--- src/rtl/id_hazard_ctrl_if.sv ---
// Decode-stage hazard control bundle: ID/EX/MEM status in, pipeline-register control out.
// HAZ_PERF_EN adds the hazard-stall and taken-branch performance counters.
interface id_hazard_ctrl_if;
  logic       i_id_valid;
  logic [4:0] i_rs1;
  logic       i_rs1_en;
  logic [4:0] i_rs2;
  logic       i_rs2_en;
  logic [4:0] i_rd;
  logic       i_rd_we;
  logic       i_is_load;
  logic       i_br_taken;
  logic       i_mem_busy;
  logic       o_stall_pc;
  logic       o_stall_ifid;
  logic       o_bubble_idex;
  logic       o_flush_ifid;
  logic       o_issue;
  logic [1:0] o_state;
`ifdef HAZ_PERF_EN
  logic [31:0] o_perf_stall;
  logic [31:0] o_perf_flush;
`endif

  modport master (
`ifdef HAZ_PERF_EN
    input  o_perf_stall, o_perf_flush,
`endif
    output i_id_valid, i_rs1, i_rs1_en, i_rs2, i_rs2_en, i_rd, i_rd_we,
           i_is_load, i_br_taken, i_mem_busy,
    input  o_stall_pc, o_stall_ifid, o_bubble_idex, o_flush_ifid, o_issue, o_state
  );

  modport slave (
`ifdef HAZ_PERF_EN
    output o_perf_stall, o_perf_flush,
`endif
    input  i_id_valid, i_rs1, i_rs1_en, i_rs2, i_rs2_en, i_rd, i_rd_we,
           i_is_load, i_br_taken, i_mem_busy,
    output o_stall_pc, o_stall_ifid, o_bubble_idex, o_flush_ifid, o_issue, o_state
  );
endinterface

--- src/rtl/id_hazard_ctrl.sv ---
// ID-stage hazard controller: load scoreboard plus RUN/FLUSH/HOLD sequencing.
// Optional macro HAZ_PERF_EN adds saturating stall/flush performance counters.
module id_hazard_ctrl #(
  parameter int unsigned NREG      = 32,
  parameter int unsigned LOAD_LAT  = 2,
  parameter int unsigned FLUSH_CYC = 1
) (
  input logic            i_clk,
  input logic            i_rst_n,
  id_hazard_ctrl_if.slave bus
);
  localparam int unsigned CNT_W = 3;
  localparam int unsigned FC_W  = 2;

  typedef enum logic [1:0] {
    ST_RUN   = 2'd0,
    ST_FLUSH = 2'd1,
    ST_HOLD  = 2'd2
  } state_t;

  state_t           r_state;
  logic [FC_W-1:0]  r_flushcnt;
  logic [CNT_W-1:0] r_cnt [NREG];

  logic             w_rs1_pend;
  logic             w_rs2_pend;
  logic             w_hazard;
  logic             w_in_flush;
  logic             w_freeze;
  logic             w_record;
  logic [CNT_W-1:0] w_rd_val;
  logic             w_stall_pc;
  logic             w_stall_ifid;
  logic             w_bubble_idex;
  logic             w_flush_ifid;
  logic             w_issue;

  assign w_rs1_pend = bus.i_rs1_en && (bus.i_rs1 != '0) && (32'(bus.i_rs1) < NREG)
                      && (r_cnt[bus.i_rs1] != '0);
  assign w_rs2_pend = bus.i_rs2_en && (bus.i_rs2 != '0) && (32'(bus.i_rs2) < NREG)
                      && (r_cnt[bus.i_rs2] != '0);
  assign w_hazard   = bus.i_id_valid && (w_rs1_pend || w_rs2_pend);
  // A HOLD entered from FLUSH keeps squashing once MEM releases.
  assign w_in_flush = (r_state == ST_FLUSH) || ((r_state == ST_HOLD) && (r_flushcnt != '0));
  assign w_freeze   = bus.i_mem_busy && !bus.i_br_taken;
  assign w_record   = w_issue && bus.i_rd_we && (bus.i_rd != '0) && (32'(bus.i_rd) < NREG);
  assign w_rd_val   = bus.i_is_load ? CNT_W'(LOAD_LAT) : '0;

  // Priority: branch > mem busy > flush > hazard > issue; all zero in reset.
  always_comb begin
    w_stall_pc    = 1'b0;
    w_stall_ifid  = 1'b0;
    w_bubble_idex = 1'b0;
    w_flush_ifid  = 1'b0;
    w_issue       = 1'b0;
    if (!i_rst_n) begin
      w_issue = 1'b0;
    end else if (bus.i_br_taken) begin
      w_flush_ifid  = 1'b1;
      w_bubble_idex = 1'b1;
    end else if (bus.i_mem_busy) begin
      w_stall_pc   = 1'b1;
      w_stall_ifid = 1'b1;
    end else if (w_in_flush) begin
      w_flush_ifid  = 1'b1;
      w_bubble_idex = 1'b1;
    end else if (w_hazard) begin
      w_stall_pc    = 1'b1;
      w_stall_ifid  = 1'b1;
      w_bubble_idex = 1'b1;
    end else begin
      w_issue = bus.i_id_valid;
    end
  end

  assign bus.o_stall_pc    = w_stall_pc;
  assign bus.o_stall_ifid  = w_stall_ifid;
  assign bus.o_bubble_idex = w_bubble_idex;
  assign bus.o_flush_ifid  = w_flush_ifid;
  assign bus.o_issue       = w_issue;
  assign bus.o_state       = r_state;

  always_ff @(posedge i_clk or negedge i_rst_n) begin
    if (!i_rst_n) begin
      r_state    <= ST_RUN;
      r_flushcnt <= '0;
      for (int unsigned r = 0; r < NREG; r++) r_cnt[r] <= '0;
    end else begin
      // Issue write wins over aging for the same register.
      for (int unsigned r = 1; r < NREG; r++) begin
        if (w_record && (32'(bus.i_rd) == r)) begin
          r_cnt[r] <= w_rd_val;
        end else if (!w_freeze && (r_cnt[r] != '0)) begin
          r_cnt[r] <= r_cnt[r] - CNT_W'(1);
        end
      end
      if (bus.i_br_taken) begin
        r_flushcnt <= FC_W'(FLUSH_CYC);
        r_state    <= (FLUSH_CYC != 0) ? ST_FLUSH : ST_RUN;
      end else if (bus.i_mem_busy) begin
        r_state <= ST_HOLD;
      end else if (w_in_flush) begin
        if (r_flushcnt <= FC_W'(1)) begin
          r_flushcnt <= '0;
          r_state    <= ST_RUN;
        end else begin
          r_flushcnt <= r_flushcnt - FC_W'(1);
          r_state    <= ST_FLUSH;
        end
      end else begin
        r_state <= ST_RUN;
      end
    end
  end

`ifdef HAZ_PERF_EN
  logic [31:0] r_perf_stall;
  logic [31:0] r_perf_flush;
  logic        w_haz_stall;

  assign w_haz_stall = w_hazard && !bus.i_br_taken && !bus.i_mem_busy && !w_in_flush;

  always_ff @(posedge i_clk or negedge i_rst_n) begin
    if (!i_rst_n) begin
      r_perf_stall <= '0;
      r_perf_flush <= '0;
    end else begin
      if (w_haz_stall && (r_perf_stall != '1)) r_perf_stall <= r_perf_stall + 32'd1;
      if (bus.i_br_taken && (r_perf_flush != '1)) r_perf_flush <= r_perf_flush + 32'd1;
    end
  end

  assign bus.o_perf_stall = r_perf_stall;
  assign bus.o_perf_flush = r_perf_flush;
`endif
endmodule

--- src/flat_wrapper.sv ---
// flat-port wrapper written by rule: the top's interface ports become plain ports
module id_hazard_ctrl_flat 
#(
  parameter int unsigned NREG      = 32,
  parameter int unsigned LOAD_LAT  = 2,
  parameter int unsigned FLUSH_CYC = 1
)
  (i_clk, i_rst_n, bus_i_id_valid, bus_i_rs1, bus_i_rs1_en, bus_i_rs2, bus_i_rs2_en, bus_i_rd, bus_i_rd_we, bus_i_is_load, bus_i_br_taken, bus_i_mem_busy, bus_o_stall_pc, bus_o_stall_ifid, bus_o_bubble_idex, bus_o_flush_ifid, bus_o_issue, bus_o_state);
  id_hazard_ctrl_if bus_i ();
  input logic i_clk;
  input logic i_rst_n;
  input wire logic [$bits(bus_i.i_id_valid)-1:0] bus_i_id_valid;
  input wire logic [$bits(bus_i.i_rs1)-1:0] bus_i_rs1;
  input wire logic [$bits(bus_i.i_rs1_en)-1:0] bus_i_rs1_en;
  input wire logic [$bits(bus_i.i_rs2)-1:0] bus_i_rs2;
  input wire logic [$bits(bus_i.i_rs2_en)-1:0] bus_i_rs2_en;
  input wire logic [$bits(bus_i.i_rd)-1:0] bus_i_rd;
  input wire logic [$bits(bus_i.i_rd_we)-1:0] bus_i_rd_we;
  input wire logic [$bits(bus_i.i_is_load)-1:0] bus_i_is_load;
  input wire logic [$bits(bus_i.i_br_taken)-1:0] bus_i_br_taken;
  input wire logic [$bits(bus_i.i_mem_busy)-1:0] bus_i_mem_busy;
  output wire logic [$bits(bus_i.o_stall_pc)-1:0] bus_o_stall_pc;
  output wire logic [$bits(bus_i.o_stall_ifid)-1:0] bus_o_stall_ifid;
  output wire logic [$bits(bus_i.o_bubble_idex)-1:0] bus_o_bubble_idex;
  output wire logic [$bits(bus_i.o_flush_ifid)-1:0] bus_o_flush_ifid;
  output wire logic [$bits(bus_i.o_issue)-1:0] bus_o_issue;
  output wire logic [$bits(bus_i.o_state)-1:0] bus_o_state;
  assign bus_i.i_id_valid = bus_i_id_valid;
  assign bus_i.i_rs1 = bus_i_rs1;
  assign bus_i.i_rs1_en = bus_i_rs1_en;
  assign bus_i.i_rs2 = bus_i_rs2;
  assign bus_i.i_rs2_en = bus_i_rs2_en;
  assign bus_i.i_rd = bus_i_rd;
  assign bus_i.i_rd_we = bus_i_rd_we;
  assign bus_i.i_is_load = bus_i_is_load;
  assign bus_i.i_br_taken = bus_i_br_taken;
  assign bus_i.i_mem_busy = bus_i_mem_busy;
  assign bus_o_stall_pc = bus_i.o_stall_pc;
  assign bus_o_stall_ifid = bus_i.o_stall_ifid;
  assign bus_o_bubble_idex = bus_i.o_bubble_idex;
  assign bus_o_flush_ifid = bus_i.o_flush_ifid;
  assign bus_o_issue = bus_i.o_issue;
  assign bus_o_state = bus_i.o_state;
  id_hazard_ctrl #(.NREG(NREG), .LOAD_LAT(LOAD_LAT), .FLUSH_CYC(FLUSH_CYC)) u_core (.i_clk(i_clk), .i_rst_n(i_rst_n), .bus(bus_i));
endmodule
--- config.mk ---
export PLATFORM = sky130hd
export DESIGN_NAME = id_hazard_ctrl_flat
export DESIGN_NICKNAME = d
export VERILOG_FILES = /design/src/rtl/id_hazard_ctrl_if.sv /design/src/rtl/id_hazard_ctrl.sv /design/src/flat_wrapper.sv
export SDC_FILE = /design/constraint.sdc
export NUM_CORES = 1
export LEC_CHECK = 0
export ABC_CLOCK_PERIOD_IN_PS = 3500
export BUFFER_PORTS_ARGS = -buffer_cell sky130_fd_sc_hd__buf_2
export CAP_MARGIN = 10
export CORE_MARGIN = 4
export CORE_UTILIZATION = 35
export CTS_BUF_LIST = sky130_fd_sc_hd__clkbuf_8
export DETAILED_ROUTE_END_ITERATION = 7
export MAX_ROUTING_LAYER = met4
export PLACE_DENSITY_LB_ADDON = 0.12
export SLEW_MARGIN = 0
export SYNTH_ARGS = -nofsm -noshare
export SYNTH_HDL_FRONTEND = slang
export SYNTH_SLANG_ARGS = --single-unit
--- constraint.sdc ---
create_clock -name i_clk -period 3.5 [get_ports i_clk]
set_input_delay 0.175 -clock i_clk [delete_from_list [all_inputs] [get_ports i_clk]]
set_output_delay 0.175 -clock i_clk [all_outputs]
set_load 0.03 [all_outputs]
==> impl_metrics.tcl <==
set metrics [dict create \
    outcome "complete, no violations" \
    clk_latency_ns 0.39 \
    num_antenna_cells 0 \
    finalCriticalPeriod_ns 3.25 \
    io_buffers 30 \
    cp-endpoint "bus_o_issue" \
    irDropWorstVdd_uv 347 \
    fin_crit_sh 0.929 \
    fin_ws_ns 0.249 \
    drc 0 \
    slew_viol_final 0 \
    cts.repair.resized 0 \
    cts_max_level 3 \
    synth_edf_count 0 \
    cp_data_required_time_ns 3.32 \
    netlist_area_um2 6910 \
    crit_fanout 19 \
    cp.arrival_ns 3.08 \
    drive_gt1_frac 0.136 \
    met2_usage 0.303 \
    skew_ns 0.0132 \
    synthArstFlopShare 1.00 \
    finalHoldViolCount 0 \
    seq_area_frac_synth 0.351 \
    top_usage_layer "met2" \
    grt.met1_usage 0.236 \
    fp-row-count 51 \
    viasPerCell 5.15 \
    maxCapViolations 0 \
    gp_congestion 0.825 \
    holdWs_ns 0.0655 \
    grt_first_pass_wirelength_mm 30.6 \
    power.density_nw_per_um2 790 \
    antenna_left 0 \
    grt_max_degree 54 \
    dp.final_hpwl_mm 13.8 \
    cts_tree "built" \
    worst_pin_slew_ns 0.792 \
    synth_warnings 3 \
    grt_usage 0.184 \
    core_region_area_um2 19500 \
    worst_r2r_path_depth 8 \
    finalSetupViolCount 0 \
    critPathKind "register to output port" \
    path_clk_slew_ns 0.10 \
    setup_tns_ns 0 \
    cts_setup_buffers 0 \
    wirelength_mm 18.8 \
    syn_inst 774 \
    area_delta_synth_final_pct 11.0 \
    dp_slack_ns 0.340 \
    r2r_setup_slack_ns 0.33 \
    min_path_type "primary input to register" \
    grt_pass1_vias 5815 \
    cts_buffers 9 \
    fmax_mhz 308 \
    power.total_uw 6070 \
    endpoint_kind "output port" \
    vias 5541 \
    synth_ff_type "dfrtp_1" \
    grt_overflow 0 \
    clock_sinks 97 \
    yosysUniqueCellTypes 51 \
    ctsRootBufferMaster "clkbuf_8" \
    initial_core_util 0.355 \
    r2r-end "u_core.r_cnt[43]" \
    dieHeight_um 149 \
    synth-seq-cells 97 \
    cts_buffer_depth 2 \
    firstDrtPassIters 5 \
    rsz0062_at_grt "no" \
    utilization 0.394 \
    maxSlewHeadroom 0.472 \
    drt_iter0_markers 278 \
    antenna_found_initial 0 \
    r2r_start "u_core.r_cnt[54]" \
    nets 891 \
    die_w_um 149 \
    wl_per_cell_um 17.4 \
    syn_avg_cell_area_um2 8.93 \
    p_leak_uw 0.00342 \
    postSynthNetCount 860 \
    grtUsageMet3 0.0366 \
    die_area_um2 22100 \
    num_io_pins 31 \
    cp-startpoint "u_core.r_cnt[54]" \
    start_kind "register" \
]
-- logic make-up after synthesis --
logic type | share of synthesized area
simple gates | 0.208
buf+inv | 0.0702
compound gates | 0.105
flops | 0.351
fa+ha+maj | 0.112
xor+xnor | 0.0710
mux | 0.0824
-- registers in the layout (all words and copies together), names as in the netlist --
register	cells
u_core.bus.o_state	2
u_core.r_cnt	93
u_core.r_flushcnt	2
-- layout make-up --
| cell class | instances | area (um2) |
|---|---|---|
| tap | 265 | 332 |
| clock inverter | 7 | 119 |
| multi-input combinational | 552 | 4010 |
| clock buffer | 9 | 124 |
| fill | 1967 | 11800 |
| sequential | 97 | 2430 |
| inverter | 101 | 379 |
| timing repair buffer | 44 | 285 |
-- power by group --
part	total, uW	switching (uW)	internal [uW]	leakage [uW]
logic	2930	1580	1350	0.00217
registers	2230	520	1710	0.00113
clock network	907	431	476	0.000121
-- placed cells by master, fill, tap and decap left out, drive strengths merged, types with 4 or more instances in the layout --
cell type	instances
a211oi	7
a21oi	76
a311oi	5
a31oi	4
buf	43
clkbuf	9
dfrtp	97
ha	62
inv	103
mux2	31
mux2i	4
mux4	8
nand2	48
nand2b	5
nand3	15
nor2	111
nor2b	6
nor3	29
nor4	41
nor4b	6
o21ai	5
xnor2	56
-- metal layers --
layer,wire length [um],up-vias,part of all wire
li1,-,2693,-
met1,8710,2732,0.46
met2,9110,97,0.49
met3,679,19,0.036
met4,250,0,0.013
met5,0,-,0
-- cells in the mapped netlist (4+ instances only) --
cell type,count,area [um2]
nor4b_2,4,60.1
mux2i_1,4,40.0
nor2_1,111,417
buf_2,10,50.1
nand2b_1,5,31.3
nand2_1,48,180
ha_1,62,776
a21oi_1,76,380
nor2b_1,6,37.5
buf_1,5,18.8
a311oi_1,5,43.8
clkbuf_1,8,30.0
mux4_2,8,180
nor4_1,18,113
dfrtp_1,97,2430
a211oi_1,7,52.6
nand3_1,15,75.1
nor4_2,23,288
mux2_1,17,191
mux2_2,14,158
xnor2_1,56,490
nor3_1,29,145
inv_1,101,379
-- through the flow --
| stage | area [um2] | std cells |
|---|---|---|
| 4_1_cts | 7670 | 1075 |
| 5_1_grt | 7670 | 1075 |
| 2_1_floorplan | 6910 | 774 |
| 3_5_place_dp | 7420 | 1058 |
| 6_report | 7670 | 1075 |
| 3_3_place_gp | 7420 | 1058 |
-- worst min-delay path by stage --
stage	depth (start not counted)	slack (ns)	end	from
2_1_floorplan	0	-0.12	u_core.bus.o_state[0]	i_rst_n
3_3_place_gp	2	0.40	u_core.r_cnt[29]	i_rst_n
3_5_place_dp	2	0.40	u_core.r_cnt[32]	i_rst_n
4_1_cts	3	0.05	u_core.bus.o_state[0]	bus_i_br_taken
5_1_grt	3	0.07	u_core.r_flushcnt[0]	bus_i_br_taken
6_report	3	0.07	u_core.bus.o_state[0]	bus_i_br_taken
-- timing repair --
item                       CTS  global route
setup endpoints to repair    0             0
hold endpoints to repair    44             0
hold buffers                 1             0
-- worst max-delay path, stage by stage (launching register included) --
cell	delay, ns
dfrtp_1	0.42
nor3_1	0.46
a21oi_1	0.14
nor3_1	0.24
a21oi_1	0.11
o32a_2	0.63
buf_12	0.25
nor3_1	0.18
buf_2	0.24
No activity file was read; power rests on OpenSTA's default activity.
